===== config.mk =====
export PLATFORM = sky130hd
export DESIGN_NAME = onchip_mem_arbiter
export DESIGN_NICKNAME = d
export VERILOG_FILES = /design/src/rtl/onchip_mem_arbiter.sv
export SDC_FILE = /design/constraint.sdc
export NUM_CORES = 1
export LEC_CHECK = 0
export BUFFER_PORTS_ARGS = -buffer_cell sky130_fd_sc_hd__buf_2
export CAP_MARGIN = 20
export CORE_AREA = 2 2 97 99
export CTS_BUF_LIST = sky130_fd_sc_hd__clkbuf_2
export CTS_CLUSTER_DIAMETER = 30
export DETAILED_ROUTE_END_ITERATION = 6
export DIE_AREA = 0 0 99 101
export PLACE_DENSITY = 0.63
export SYNTH_ARGS = -nofsm -noshare
export SYNTH_HDL_FRONTEND = slang
export SYNTH_SLANG_ARGS = --single-unit

===== constraint.sdc =====
create_clock -name clk -period 1.65 [get_ports clk]
set_input_delay 0.0825 -clock clk [delete_from_list [all_inputs] [get_ports clk]]
set_output_delay 0.0825 -clock clk [all_outputs]
set_load 0.005 [all_outputs]

===== src/rtl/onchip_mem_arbiter.sv =====
// Two-master Avalon-MM arbiter in front of a shared single-port RAM.
// Zero-wait-state grants, round-robin on conflict, one-cycle read latency.
module onchip_mem_arbiter #(
    parameter int ADDR_W = 11,
    parameter int DATA_W = 32
) (
    input  logic                  clk,
    input  logic                  reset,

    input  logic [ADDR_W-1:0]     m0_address,
    input  logic [DATA_W/8-1:0]   m0_byteenable,
    input  logic                  m0_read,
    input  logic                  m0_write,
    input  logic [DATA_W-1:0]     m0_writedata,
    output logic                  m0_waitrequest,
    output logic [DATA_W-1:0]     m0_readdata,
    output logic                  m0_readdatavalid,

    input  logic [ADDR_W-1:0]     m1_address,
    input  logic [DATA_W/8-1:0]   m1_byteenable,
    input  logic                  m1_read,
    input  logic                  m1_write,
    input  logic [DATA_W-1:0]     m1_writedata,
    output logic                  m1_waitrequest,
    output logic [DATA_W-1:0]     m1_readdata,
    output logic                  m1_readdatavalid,

    output logic [ADDR_W-1:0]     mem_address,
    output logic [DATA_W/8-1:0]   mem_byteenable,
    output logic                  mem_chipselect,
    output logic                  mem_write,
    output logic [DATA_W-1:0]     mem_writedata,
    output logic                  mem_clken,
    input  logic [DATA_W-1:0]     mem_readdata,

    input  logic                  halt
);

    logic w_req0;
    logic w_req1;
    logic w_gnt;
    logic w_sel;
    logic w_is_write;

    logic r_rd_pend;
    logic r_rd_src;
    logic r_last_grant;

    assign w_req0 = m0_read | m0_write;
    assign w_req1 = m1_read | m1_write;

    // w_sel stays 0 without a grant so the RAM bus is driven from master 0
    always_comb begin
        w_gnt = 1'b0;
        w_sel = 1'b0;
        if (!reset && !halt) begin
            if (w_req0 && w_req1) begin
                w_gnt = 1'b1;
                w_sel = ~r_last_grant;
            end else if (w_req0) begin
                w_gnt = 1'b1;
                w_sel = 1'b0;
            end else if (w_req1) begin
                w_gnt = 1'b1;
                w_sel = 1'b1;
            end
        end
    end

    assign w_is_write = w_sel ? m1_write : m0_write;

    assign mem_chipselect = w_gnt;
    assign mem_write      = w_gnt & w_is_write;
    assign mem_address    = w_sel ? m1_address    : m0_address;
    assign mem_byteenable = w_sel ? m1_byteenable : m0_byteenable;
    assign mem_writedata  = w_sel ? m1_writedata  : m0_writedata;
    assign mem_clken      = ~reset;

    assign m0_waitrequest = ~(w_gnt & ~w_sel);
    assign m1_waitrequest = ~(w_gnt &  w_sel);

    assign m0_readdata = mem_readdata;
    assign m1_readdata = mem_readdata;

    assign m0_readdatavalid = r_rd_pend & ~r_rd_src & ~reset;
    assign m1_readdatavalid = r_rd_pend &  r_rd_src & ~reset;

    always_ff @(posedge clk or posedge reset) begin
        if (reset) begin
            r_rd_pend    <= 1'b0;
            r_rd_src     <= 1'b0;
            r_last_grant <= 1'b1;
        end else begin
            r_rd_pend <= w_gnt & ~w_is_write;
            if (w_gnt) begin
                r_rd_src     <= w_sel;
                r_last_grant <= w_sel;
            end
        end
    end

endmodule


==> summary.txt <==
VDD IR-drop max: 123 uV
placed cell count: 334
flop2flop setup slack: 290 ps
complex-gate fraction of the synthesized area: 4.12%
drt drc: 0
Die ar.: 10000 um2
Die Wd: 99 um
vias: 1221
Initial Util: 15.9%
DRT antenna net count: 0
global-route wire length before repair: 5690 um
Die Height: 101 um
Req. time, crit path: 1570 ps
Syn Area/Cell: 10.5 um2
buffers added on ports: 154
area delta synth->final: 53.8%
Final min period: 1750 ps
crit path kind: reg -> out
standard-cell rows: 35
Clk pwr share: 12.7%
register share of total power: 11.4%
DP Wirelength: 3380 um
internal power: 589 uW
Leak Pwr: 1.28 nW
main combinational cell family by area after synthesis: multiplexers
Post-synth top cells: buf_4 (64), mux2_4 (45), buf_6 (5)
Simple-Gate Fraction of Synth Area: 3.85%
Synth Area in XOR/XNOR: 0%
fin crit share: 106%
Yosys warning count: 0
FMAX: 0.572 GHz
most frequent cell after synthesis: buf_4
largest cells by area after synthesis: mux2_4 (47%), buf_4 (34%), buf_6 (3.9%)
Hold Path Class: in -> reg
Initial DRT Pass Iterations: 2
post-synthesis register bit count: 3
CTS sink cnt: 3
Clock Pin Slew Worst Setup and Hold Paths: 50 ps
CTS Buffer Depth: 2
ys flop type: dfrtp_1
Root Driver: clkbuf_2
EDFF count, synth: 0
Arr. time, crit path: 1670 ps
final setup violation count: 47
Sw Share: 30.3%
Critical Path Start Type: register
Adder-Cell Fraction of Synth Area: 0%
post-synthesis mux area share: 48.9%
final worst slack: -98.5 ps
largest net degree at the start of global routing: 29
logic gate share of total power: 76.0%
placer congestion estimate: 0.712
failing checks: setup timing
nets@finish: 364
Setup crit start: r_last_grant
outcome: complete, but fails checks
Synth async-reset ratio: 100%
All-Layer GR Usage: 7.07%
layout cells sized above 1: 93.9%
reg2reg start: r_last_grant
crit-path max FO: 25
Yosys top cell area share: 47.3%
hold_sp: m0_write
drt wl/cell: 13.0 um
vias per std cell: 3.58
final wirelength: 4420 um
DRT iter0 DRCs: 14
Total Neg Setup Slack: -3200 ps
relative slew slack: 66.3%
CP peak stage delay: 550 ps
# H-tree levels: 1
max-slew violation count: 0
sequential area share after synthesis: 5.34%
PD cells: 385 nW/um2
Critical Path, Cell by Cell: o21ai_4, o211ai_4, buf_12, mux2_4, buf_6
Inserted Clock Buffers: 3
Fin. Hold Viols: 0
post-synthesis cell count: 136
RSZ-0062 raised after global routing: true
# IOs: 251
non-filler cells, final: 341
measured slew at the worst slew-check pin: 501 ps
vias in the first global route: 1240
# Max-Cap Violations: 0
slowest CP cell: dfstp_2
syn nets: 269
CTS tree: yes
CP endpoint kind: output port
count of cell types in the netlist: 20
global route total overflow: 0
leading area contributor after synthesis: mux2_4
ant diodes: 0
NetSw: 257 uW
Layout Skew: 4.00 ps
Synth Cell Area: 1430 um2
clk_lat worst skew: 210 ps
antenna violations before repair: 0
core area: 8980 um2
-- final timing paths --
path | endpoint | cells after the start
worst max register to register | r_rd_pend | 4
max in group asynchronous | r_last_grant | 3
worst max-delay path | mem_writedata[4] | 5
worst min-delay path | r_rd_pend | 2
worst min register to register | r_last_grant | 2
min in group asynchronous | r_rd_pend | 3
-- state kept, by name, indices dropped and copies added, names as in the netlist --
name          cells
r_last_grant      1
r_rd_pend         1
r_rd_src          1
-- layout by cell type (no fill, tap or decap), drive strengths merged --
cell,n
buf,157
mux2,47
clkbuf,5
nand2,3
o21ai,3
dfrtp,2
nor2,2
and3,2
or2,1
nor4,1
o211ai,1
a31o,1
inv,1
nor3b,1
a2111oi,1
dlygate4sd3,1
dfstp,1
-- metal layers --
metal | wire (um) | GRT usage, % | vias to the layer above | part of all wire [%]
met2 | 2230 | 12.9 | 90 | 50
met1 | 1580 | 7.47 | 529 | 36
met5 | 0 | 0 | - | 0
li1 | - | - | 589 | -
met4 | 42 | 2.74 | 0 | 0.95
met3 | 577 | 2.36 | 13 | 13
-- kinds of logic (layout without fill, tap and decap cells) --
family                 after synthesis  in the layout
buffers and inverters               70            164
AO/OA/AOI/OAI                        6              6
flip-flops                           3              3
multiplexers                        47             47
AND/OR/NAND/NOR                     10             10
-- final cells by class --
cell class	count	area, um2
clock buffers	4	20.0
fillers	947	6780
inverters	1	3.75
multi-input cells	63	823
flip-flops and latches	3	76.3
well taps	111	139
repair buffers	159	1130
-- stage by stage --
step	setup slack [ps]	utilization, %	area (um2)	hold slack, ps	total power, mW
after CTS	-127	23.1	2070	103	0.804
after floorplan	332	-	1430	-142	0.484
after global routing	-172	24.5	2200	142	0.907
after detailed placement	116	20.5	1840	21.0	0.598
after global placement	151	20.5	1840	7.47	0.591
final	-98.5	24.5	2200	138	0.846
-- worst max-delay path, delay by kind of cell (launching register included) --
family | cells | cell delay (ps)
AO/OA/AOI/OAI | 2 | 200
flip-flops | 1 | 550
buffers and inverters | 2 | 380
multiplexers | 1 | 330
-- power groups by stage --
stage / sequential, mW / clock (mW) / combinational [mW]
2_1_floorplan: 0.0930 / 0 / 0.391
3_3_place_gp: 0.0944 / 0 / 0.497
3_5_place_dp: 0.0950 / 0 / 0.503
4_1_cts: 0.0941 / 0.115 / 0.595
5_1_grt: 0.0976 / 0.124 / 0.685
6_report: 0.0961 / 0.107 / 0.642
-- timing repair --
| item | CTS | global route |
|---|---|---|
| resized for setup | 32 | 15 |
| hold buffers | 1 | 0 |
| endpoints found under the setup margin | 47 | 48 |
| hold endpoints to repair | 2 | 0 |
| setup buffers | 0 | 1 |
| cloned | 0 | 1 |
(Power assumes the default switching activity.)
